--- config.mk ---
export PLATFORM = sky130hd
export DESIGN_NAME = line_mem_bridge
export DESIGN_NICKNAME = d
export VERILOG_FILES = /design/src/rtl/line_mem_bridge_pkg.sv /design/src/rtl/line_mem_bridge.sv
export SDC_FILE = /design/constraint.sdc
export NUM_CORES = 1
export LEC_CHECK = 0
export CAP_MARGIN = 20
export CELL_PAD_IN_SITES_DETAIL_PLACEMENT = 1
export CELL_PAD_IN_SITES_GLOBAL_PLACEMENT = 2
export CORE_MARGIN = 2
export CORE_UTILIZATION = 37
export CTS_CLUSTER_DIAMETER = 120
export DETAILED_ROUTE_END_ITERATION = 10
export MAX_ROUTING_LAYER = met4
export PLACE_DENSITY = 0.95
export SYNTH_ARGS = -nofsm -noshare
export SYNTH_HDL_FRONTEND = slang
export SYNTH_SLANG_ARGS = --single-unit
export TNS_END_PERCENT = 20
--- constraint.sdc ---
create_clock -name clk -period 5.1 [get_ports clk]
set_input_delay 1.275 -clock clk [delete_from_list [all_inputs] [get_ports clk]]
set_output_delay 1.275 -clock clk [all_outputs]
set_load 0.02 [all_outputs]
--- src/rtl/line_mem_bridge_pkg.sv ---
// Shared widths, state encoding and latched request payload for the line-to-word memory bridge.
package line_mem_bridge_pkg;

  localparam int unsigned LINE_W  = 128;
  localparam int unsigned WORD_W  = 32;
  localparam int unsigned ADDR_W  = 29;
  localparam int unsigned BEATS   = LINE_W / WORD_W;
  localparam int unsigned OFF_W   = 4;
  localparam int unsigned BEAT_W  = 2;
  localparam int unsigned BADDR_W = ADDR_W - 2;
  localparam int unsigned BASE_W  = ADDR_W - OFF_W;
  localparam int unsigned RBUF_W  = LINE_W - WORD_W;

  typedef enum logic [1:0] {
    S_IDLE = 2'd0,
    S_BEAT = 2'd1,
    S_DONE = 2'd2
  } state_t;

  typedef struct packed {
    logic [BASE_W-1:0] base;
    logic              we;
    logic [LINE_W-1:0] wdata;
  } line_req_t;

endpackage

--- src/rtl/line_mem_bridge.sv ---
// Memory-side responder: services one 128-bit line read/write as four sequential 32-bit bus beats.
module line_mem_bridge
  import line_mem_bridge_pkg::*;
(
  input  logic               clk,
  input  logic               rst_n,
  input  logic               i_mem_valid,
  output logic               o_mem_ready,
  input  logic [ADDR_W-1:0]  i_mem_addr,
  input  logic               i_mem_wmask,
  input  logic [LINE_W-1:0]  i_mem_wdata,
  output logic [LINE_W-1:0]  o_mem_rdata,
  output logic               o_bus_valid,
  input  logic               i_bus_ready,
  output logic [BADDR_W-1:0] o_bus_addr,
  output logic               o_bus_we,
  output logic [WORD_W-1:0]  o_bus_wdata,
  input  logic [WORD_W-1:0]  i_bus_rdata
);

  state_t               r_state;
  logic [BEAT_W-1:0]    r_beat;
  line_req_t            r_req;
  logic [RBUF_W-1:0]    r_rbuf;
  logic                 r_mem_ready;
  logic [LINE_W-1:0]    r_mem_rdata;
  logic                 r_bus_valid;
  logic [BADDR_W-1:0]   r_bus_addr;
  logic                 r_bus_we;
  logic [WORD_W-1:0]    r_bus_wdata;

  logic [BEAT_W-1:0]    w_beat_nxt;
  logic [WORD_W-1:0]    w_word_nxt;
  logic [OFF_W-1:0]     w_unused_addr_lsb;

  // Line offset bits carry no meaning: lines are always fetched whole, low word first.
  assign w_unused_addr_lsb = i_mem_addr[OFF_W-1:0];
  assign w_beat_nxt        = r_beat + BEAT_W'(1);
  assign w_word_nxt        = r_req.wdata[WORD_W*w_beat_nxt +: WORD_W];

  always_ff @(posedge clk or negedge rst_n) begin
    if (!rst_n) begin
      r_state     <= S_IDLE;
      r_beat      <= '0;
      r_req       <= '0;
      r_rbuf      <= '0;
      r_mem_ready <= 1'b0;
      r_mem_rdata <= '0;
      r_bus_valid <= 1'b0;
      r_bus_addr  <= '0;
      r_bus_we    <= 1'b0;
      r_bus_wdata <= '0;
    end else begin
      case (r_state)
        S_IDLE: begin
          if (i_mem_valid) begin
            r_req       <= '{base: i_mem_addr[ADDR_W-1:OFF_W], we: i_mem_wmask, wdata: i_mem_wdata};
            r_beat      <= '0;
            r_bus_valid <= 1'b1;
            r_bus_addr  <= {i_mem_addr[ADDR_W-1:OFF_W], BEAT_W'(0)};
            r_bus_we    <= i_mem_wmask;
            r_bus_wdata <= i_mem_wdata[WORD_W-1:0];
            r_state     <= S_BEAT;
          end
        end
        S_BEAT: begin
          if (i_bus_ready) begin
            if (!r_req.we) begin
              case (r_beat)
                2'd0:    r_rbuf[WORD_W-1:0]          <= i_bus_rdata;
                2'd1:    r_rbuf[2*WORD_W-1:WORD_W]   <= i_bus_rdata;
                2'd2:    r_rbuf[3*WORD_W-1:2*WORD_W] <= i_bus_rdata;
                default: ;
              endcase
            end
            // Last beat: the final read word goes straight into the line, not via rbuf.
            if (r_beat == BEAT_W'(BEATS - 1)) begin
              r_beat      <= '0;
              r_bus_valid <= 1'b0;
              r_bus_addr  <= '0;
              r_bus_we    <= 1'b0;
              r_bus_wdata <= '0;
              r_mem_ready <= 1'b1;
              if (!r_req.we) begin
                r_mem_rdata <= {i_bus_rdata, r_rbuf};
              end
              r_state     <= S_DONE;
            end else begin
              r_beat      <= w_beat_nxt;
              r_bus_addr  <= {r_req.base, w_beat_nxt};
              r_bus_wdata <= w_word_nxt;
            end
          end
        end
        S_DONE: begin
          r_mem_ready <= 1'b0;
          r_state     <= S_IDLE;
        end
        default: begin
          r_state <= S_IDLE;
        end
      endcase
    end
  end

  assign o_mem_ready = r_mem_ready;
  assign o_mem_rdata = r_mem_rdata;
  assign o_bus_valid = r_bus_valid;
  assign o_bus_addr  = r_bus_addr;
  assign o_bus_we    = r_bus_we;
  assign o_bus_wdata = r_bus_wdata;

endmodule

==> results.toml, run 1 <==
[critical_path]
crit_path_top_delay_cell = "clkdlybuf4s50_1"
reg2regPathDepth = 5
path_max_fanout = 72
arrival_ns = 3.73
crit_path_end_kind = "flip-flop"
critPathLaunchType = "input port"
worstSetupPathType = "input port to flip-flop"
critical_path_buf_inv_count = 2
slowest_delay_ns = 0.64
cp.depth = 5
cp_cell_sequence = "clkdlybuf4s50_1 -> and4bb_1 -> nand2_8 -> buf_12 -> mux2_4"
required_ns = 5.55
path_delay_family = "buffers and inverters"
reg2reg_slack_ns = 2.38

[floorplanning]
dieHeight_um = 227
core.rowCount = 81
start_util_pct = 37.6
die_w_um = 227
core-area_sq_um = 49100
ioPinCount = 384
die-area_sq_um = 51700

[synth]
seq_area_frac_synth_pct = 59.9
syn-cell-area_sq_um = 18500
yosys_warnings = 0
synth_seq_cells = 442
synth_top_area_share_pct = 59.9
synth_area_leaders = "dfrtp_1 60%, mux2_4 9.8%, nand2_1 7.5%"
syn_nets = 1588
synth_cell_types = 34
syn_area_per_cell_sq_um = 13.3
synth_top_area_cell = "dfrtp_1"
syn_inst = 1389

[clocking]
cts-buffers-inserted = 49
post_cts_buffers = 0
clk_pin_slew_worst_paths_ns = 0.06
post_cts_resize_count = 0
clock_latency_ns = 0.57
ctsHoldBuffers = 0
cts_tree = "built"
clock_sinks = 442
cts-root-buf = "clkbuf_16"
cts-htree-levels = 2
clockBufferDepth = 3

[layout]
fill_cells = 5033
synthToLayoutAreaGrowth_pct = 32.5
layout.cells.non_filler = 2458
drive_gt1_share_pct = 21.0
nets = 1947
utilization_pct = 49.9

[routing]
firstDrtPassIters = 4
drt_iter0_drc = 566
drc = 0
wl_per_cell_um = 21.3
vias = 12258
drt_wl_total_mm = 52.4
antenna_left = 0
viasPerCell = 4.99

[global_routing]
overflow = 0
grt_pass1_wl_mm = 81.1
grt_max_degree = 137
antenna_found_initial = 7
grt_usage_pct = 21.0
first_global_vias = 13935

[sta]
worst_pin_slew_ns = 1.05
slew_violations = 0
hold_viol_final = 0
max_freq_mhz = 304
tns_ns = 0
fin_skew_ns = 0.00964
relSlewSlack_pct = 30.1
period_needed_ns = 3.29
setup_viol = 0
grt_setup_unrepaired = "no"
finalCritPeriodShare_pct = 64.5

[power]
p_sw_mw = 5.42
power.share.clock_pct = 22.3
seqPwrFrac_pct = 38.3
peakVddDrop_v = 0.000311
p_int_mw = 10.6
pwr-share-comb_pct = 39.4
power_mw = 16.0
p_leak_nw = 11.6
pwr_density_cell_nw_per_um2 = 656
switching_share_pct = 33.8

[worst_hold_path]
whs_path_depth = 2
hold_path_class = "flip-flop to flip-flop"

[job]
cap_viol_max_count = 0

[placement]
place_inst = 2361
io_buffers = 379
hpwlAfterDp_mm = 34.3
gp_congestion = 0.792

[status]
outcome = "completed"
stage by stage:
| stage | cell area, sq um | setup WS (ns) | hold slack [ns] |
|---|---|---|---|
| CTS | 24400 | 1.86 | 0.469 |
| detailed placement | 22800 | 1.27 | 0.456 |
| global route | 24500 | 1.78 | 0.495 |
| finish | 24500 | 1.81 | 0.464 |
| floorplan | 18500 | 2.64 | 0.437 |
| global placement | 22800 | 1.32 | 0.449 |
worst paths after layout:
check / start / end
min reg2reg: r_req[62] / r_req[62]
min: r_req[62] / r_req[62]
max reg2reg: r_state[1] / o_mem_rdata[17]
min in group asynchronous: rst_n / o_mem_rdata[86]
max: i_bus_ready / o_mem_rdata[17]
max in group asynchronous: rst_n / o_bus_addr[7]
worst min-delay path: cells and delay by family, from the launching register on:
family           cells  cell delay (ns)
DFF                  1             0.33
and+or+nand+nor      2             0.10
sequential cells by signal, summed over array words and instances, names as in the netlist, 2 cells and up:
name         flops
o_bus_addr      26
o_bus_wdata     32
o_mem_rdata    128
r_rbuf          96
r_req          154
r_state          2
metal layers:
metal  global-route usage (%)  wire, um  up-vias
met5                        -         0        -
met4                     5.46      1010        0
met3                     6.89      4120       65
met2                     35.7     26100      342
met1                     23.7     21200     6342
li1                         -         -     5509
placed cells by master (no fill, tap or decap), types with 3 or more instances in the layout:
cell             Yosys  layout
mux4_2              21      21
clkbuf_8             0      15
mux2_4             120     120
inv_1                6       6
nand2_2              1       3
dfrtp_1            442     440
nor4bb_1             8       8
clkdlybuf4s50_1      0     378
mux2_2             105     105
a21o_1              32      32
mux4_1              11      11
buf_12               0       7
clkinv_2             0       7
buf_4               13      13
a221o_1             32      32
a21oi_1             26      26
clkbuf_1            32      11
nand2_1            369     366
o21ai_0             54      54
and2_1              33      33
and4bb_2            17      17
ha_1                 5       4
clkbuf_16            0      51
diode_2              0       7
synth_stat cells, drive strengths merged:
library cell and count:
nor3 2, mux2i 1, or3b 1, o21ai 54, ha 5, nor2 1, buf 59, nand2b 1
dfrtp 442, mux4 32, a21oi 26, or2 1, clkbuf 33, nand4b 1, nor4 1, nor4bb 8
nand2 370, inv 6, nor3b 1, mux2 225, a221o 32, o22ai 1, and4bb 18, and3 1
a21o 32, nor2b 2, and2 33
cell type report:
type                       instances  area, sq um  share of cell area, %
antenna                            7         17.5                 0.0716
clock buffer                      77         1520                   6.23
clock inverter                    13          128                  0.522
inverter                           6         22.5                 0.0921
multi-input combinational        849         6820                   27.9
sequential                       442        11100                   45.2
tap                              664          831                   3.40
timing repair buffer             400         4050                   16.6
power groups by stage:
stage | Clock [mW] | Sequential (mW) | Combinational (mW)
after floorplan | 0 | 6.65 | 3.17
after detailed placement | 0 | 6.15 | 6.37
after global placement | 0 | 5.99 | 6.13
final | 3.58 | 6.14 | 6.32
after global routing | 3.79 | 6.32 | 6.84
after CTS | 3.67 | 6.15 | 6.43
kinds of logic (layout without fill, tap and decap cells):
logic type      count (synthesis)  count (layout)  synth area share, %
compound gates                145             145                 5.24
fa+ha+maj                       5               5                0.339
buf+inv                        98             496                 3.32
flops                         442             442                 59.9
mux                           258             258                 20.3
other cells                     0               7                    0
simple gates                  441             441                 10.8
No activity file was read; power rests on OpenSTA's default activity.
==> run 2: changes to the inputs <==
CORE_UTILIZATION = 31   (was 37)
PLACE_DENSITY = 0.87   (was 0.95)
clock period = 3 ns   (was 5.1 ns; I/O delays follow)
==> results.toml, run 2 (synthesis results as in run 1) <==
[clocking]
cts-root-buf = "clkbuf_16"
cts_tree = "built"
clock_latency_ns = 0.59
clock_sinks = 442
post_cts_resize_count = 0
ctsHoldBuffers = 0
clk_pin_slew_worst_paths_ns = 0.07
clockBufferDepth = 3
cts-htree-levels = 2
post_cts_buffers = 0
cts-buffers-inserted = 49

[critical_path]
critical_path_buf_inv_count = 1
slowest_delay_ns = 0.78
path_max_fanout = 2
arrival_ns = 1.72
path_delay_family = "buffers and inverters"
critPathLaunchType = "flip-flop"
worstSetupPathType = "flip-flop to output port"
crit_path_end_kind = "output port"
cp_cell_sequence = "clkdlybuf4s50_1"
required_ns = 2.25
crit_path_top_delay_cell = "clkdlybuf4s50_1"

[global_routing]
antenna_found_initial = 7
grt_usage_pct = 18.0
overflow = 0
first_global_vias = 13840
grt_max_degree = 94
grt_pass1_wl_mm = 83.0

[layout]
utilization_pct = 42.1
final_common_cell = "dfrtp_1"
largest_reg_flops = 154
fill_cells = 6159
layout.cells.non_filler = 2576
regMostFlops = "r_req"
design_area_sq_um = 24800
nets = 1970
drive_gt1_share_pct = 21.6
final_cell_mix = "440 x dfrtp_1, 378 x clkdlybuf4s50_1, 366 x nand2_1"
synthToLayoutAreaGrowth_pct = 34.2

[placement]
hpwlAfterDp_mm = 36.0
place_inst = 2493
gp_congestion = 0.789
io_buffers = 379
dpl_cell_area_sq_um = 23200

[routing]
viasPerCell = 4.79
firstDrtPassIters = 4
vias = 12341
antenna_left = 0
drc = 0
drt_wl_total_mm = 53.5
drt_iter0_drc = 556
wl_per_cell_um = 20.8

[sta]
period_needed_ns = 2.47
max_freq_mhz = 405
slew_violations = 0
relSlewSlack_pct = 59.6
whs_ns = 0.104
grt_setup_unrepaired = "no"
tns_ns = 0
finalCritPeriodShare_pct = 82.4
setup_viol = 0
hold_viol_final = 0
fin_skew_ns = 0.0258
worst_pin_slew_ns = 0.606

[floorplanning]
die-area_sq_um = 61500
core.rowCount = 89
dieHeight_um = 248
ioPinCount = 384
die_w_um = 248
start_util_pct = 31.3
core-area_sq_um = 58900

[job]
cap_viol_max_count = 0

[power]
pwr_density_cell_nw_per_um2 = 1100
peakVddDrop_v = 0.000583
p_leak_nw = 11.7

[status]
outcome = "completed"

[worst_hold_path]
hold_path_class = "input port to asynchronous set/reset pin"
==> run 2: routing by layer <==
layer | track usage (%) | up-vias | share of wire [%]
met4 | 4.00 | 0 | 1.7
li1 | - | 5534 | -
met2 | 29.6 | 313 | 49
met3 | 4.91 | 65 | 6.8
met5 | - | - | 0
met1 | 22.1 | 6429 | 43
==> run 2: final timing paths <==
path                                start          endpoint  slack, ns  depth (start not counted)
min in group clk               r_req[136]        r_req[136]       0.47                          2
hold reg to reg                r_req[136]        r_req[136]       0.47                          2
max in group asynchronous           rst_n   o_bus_wdata[13]       2.01                          2
setup / recovery           o_bus_wdata[1]    o_bus_wdata[1]       0.53                          1
setup reg to reg               r_state[0]  o_mem_rdata[124]       0.84                          4
hold / removal                      rst_n   o_mem_rdata[40]       0.10                          1
==> run 2: power breakdown <==
group / switching, mW / leakage [nW] / total (mW) / internal [mW]
Sequential: 1.70 / 5.52 / 10.5 / 8.75
Clock: 2.44 / 0.738 / 5.85 / 3.41
Combinational: 5.08 / 5.46 / 10.9 / 5.77
==> run 2: stage by stage <==
stage	setup slack, ns	total power [mW]
after CTS	0.475	27.5
after global placement	0.215	20.9
after detailed placement	0.172	21.5
after global routing	0.455	28.8
final	0.528	27.2
after floorplan	0.538	16.7
==> run 2: final cells by class <==
type                    instances  area [sq um]  area share (%)
diodes                          6          15.0          0.0606
clock buffers                  65          1360            5.47
clock inverters                12           161           0.652
inverters                       6          22.5          0.0909
multi-input cells             849          6820            27.5
flip-flops and latches        442         11100            44.7
well taps                     773           967            3.90
repair buffers                423          4370            17.6
==> run 3: changes to the inputs <==
CORE_UTILIZATION = 35   (was 31)
PLACE_DENSITY = 0.92   (was 0.87)
clock period = 2.4 ns   (was 3 ns; I/O delays follow)
==> results.toml, run 3 (synthesis results as in run 1) <==
[status]
outcome = "completed"

[layout]
drive_gt1_share_pct = 22.2
layout.cells.non_filler = 2508
final_common_cell = "dfrtp_1"
synthToLayoutAreaGrowth_pct = 34.4
final_cell_mix = "440 x dfrtp_1, 377 x clkdlybuf4s50_1, 366 x nand2_1"
regMostFlops = "r_req"
utilization_pct = 47.4
seq_area_sq_um = 11100
fill_cells = 5360
multi_input_area_sq_um = 6820
nets = 1979
largest_reg_flops = 154

[sta]
whs_ns = 0.470
grt_setup_unrepaired = "no"
max_freq_mhz = 438
finalCritPeriodShare_pct = 95.1
fin_skew_ns = 0.0124
setup_ws_ns = 0.117
hold_viol_final = 0
worst_pin_slew_ns = 0.474
slew_violations = 0
relSlewSlack_pct = 68.4
period_needed_ns = 2.28
setup_viol = 0

[floorplanning]
ioPinCount = 384
die_w_um = 234
core-area_sq_um = 52300
core.rowCount = 84
die-area_sq_um = 54600
start_util_pct = 35.3
dieHeight_um = 234

[clocking]
cts-htree-levels = 2
clk_pin_slew_worst_paths_ns = 0.06
cts-root-buf = "clkbuf_16"
clockBufferDepth = 3
cts-buffers-inserted = 47
clock_sinks = 442
cts_tree = "built"
clock_latency_ns = 0.56

[placement]
hpwlAfterDp_mm = 35.6
gp_congestion = 0.785
io_buffers = 379
place_inst = 2418
dp_worst_setup_slack_ns = 0.00982

[routing]
top_layer_used = "met4"
drc = 0
wl_per_cell_um = 20.8
vias = 12380
wl_met1_mm = 21.7
firstDrtPassIters = 4
met2WireLength_mm = 26.2
drt_iter0_drc = 474
antenna_left = 0
drt_wl_total_mm = 52.3
wl_met3_mm = 3.43
viasPerCell = 4.94

[power]
power_mw = 34.0
p_int_mw = 22.5
p_sw_mw = 11.5
pwr_density_cell_nw_per_um2 = 1370
seqPwrFrac_pct = 38.6
p_leak_nw = 11.8
pwr-share-comb_pct = 40.2
switching_share_pct = 33.9
peakVddDrop_v = 0.000727
power.share.clock_pct = 21.2

[critical_path]
required_ns = 1.80
crit_path_end_kind = "output port"
crit_path_top_delay_cell = "clkdlybuf4s50_1"
arrival_ns = 1.68
cp_cell_sequence = "clkdlybuf4s50_1"
path_delay_family = "buffers and inverters"
slowest_delay_ns = 0.68
path_max_fanout = 5
critPathLaunchType = "flip-flop"
worstSetupPathType = "flip-flop to output port"
critical_path_buf_inv_count = 1

[global_routing]
grt_usage_pct = 19.8
antenna_found_initial = 3
grt_pass1_wl_mm = 81.3
grt_max_degree = 104
first_global_vias = 13925
overflow = 0

[job]
cap_viol_max_count = 0

[worst_hold_path]
hold_path_class = "flip-flop to flip-flop"
## run 3: final timing paths
check | to | depth (start not counted) | slack [ns] | startpoint
setup / recovery | o_bus_addr[1] | 1 | 0.12 | o_bus_addr[1]
hold / removal | r_req[113] | 2 | 0.47 | r_req[113]
setup reg to reg | o_bus_wdata[13] | 5 | 0.40 | r_beat[0]
hold reg to reg | r_req[113] | 2 | 0.47 | r_req[113]
max in group asynchronous | o_mem_rdata[11] | 3 | 1.04 | rst_n
min in group asynchronous | o_mem_rdata[57] | 2 | 0.56 | rst_n
## run 3: through the flow
step,setup TNS [ns],cell area [sq um]
finish,0,24800
global route,0,24800
CTS,0,24800
detailed placement,0,23300
global placement,0,23300
floorplan,-0.635,18500
## run 3: metal layers
layer | GRT usage, % | vias to the layer above
met2 | 33.1 | 331
met5 | - | -
met3 | 5.30 | 72
met4 | 4.47 | 0
met1 | 23.9 | 6411
li1 | - | 5566
## run 3: layout make-up
| cell class | instances | share of cell area (%) |
|---|---|---|
| antenna | 3 | 0.0303 |
| clock buffer | 68 | 5.42 |
| clock inverter | 18 | 0.731 |
| inverter | 6 | 0.0908 |
| multi-input combinational | 849 | 27.5 |
| sequential | 442 | 44.6 |
| tap | 688 | 3.47 |
| timing repair buffer | 434 | 18.2 |
## run 3: power groups by stage
| stage | logic [mW] | registers [mW] | clock network, mW |
|---|---|---|---|
| after global routing | 14.8 | 13.5 | 7.72 |
| final | 13.7 | 13.1 | 7.22 |
| after floorplan | 6.74 | 14.1 | 0 |
| after CTS | 13.9 | 13.1 | 7.42 |
| after global placement | 13.3 | 12.8 | 0 |
| after detailed placement | 13.8 | 13.2 | 0 |
## run 3: what timing repair did
action	4_1_cts	5_1_grt
endpoints found under the hold margin	37	0
buffers inserted	0	0
setup endpoints to repair	0	1
gates resized for setup	0	1
hold buffers	1	0
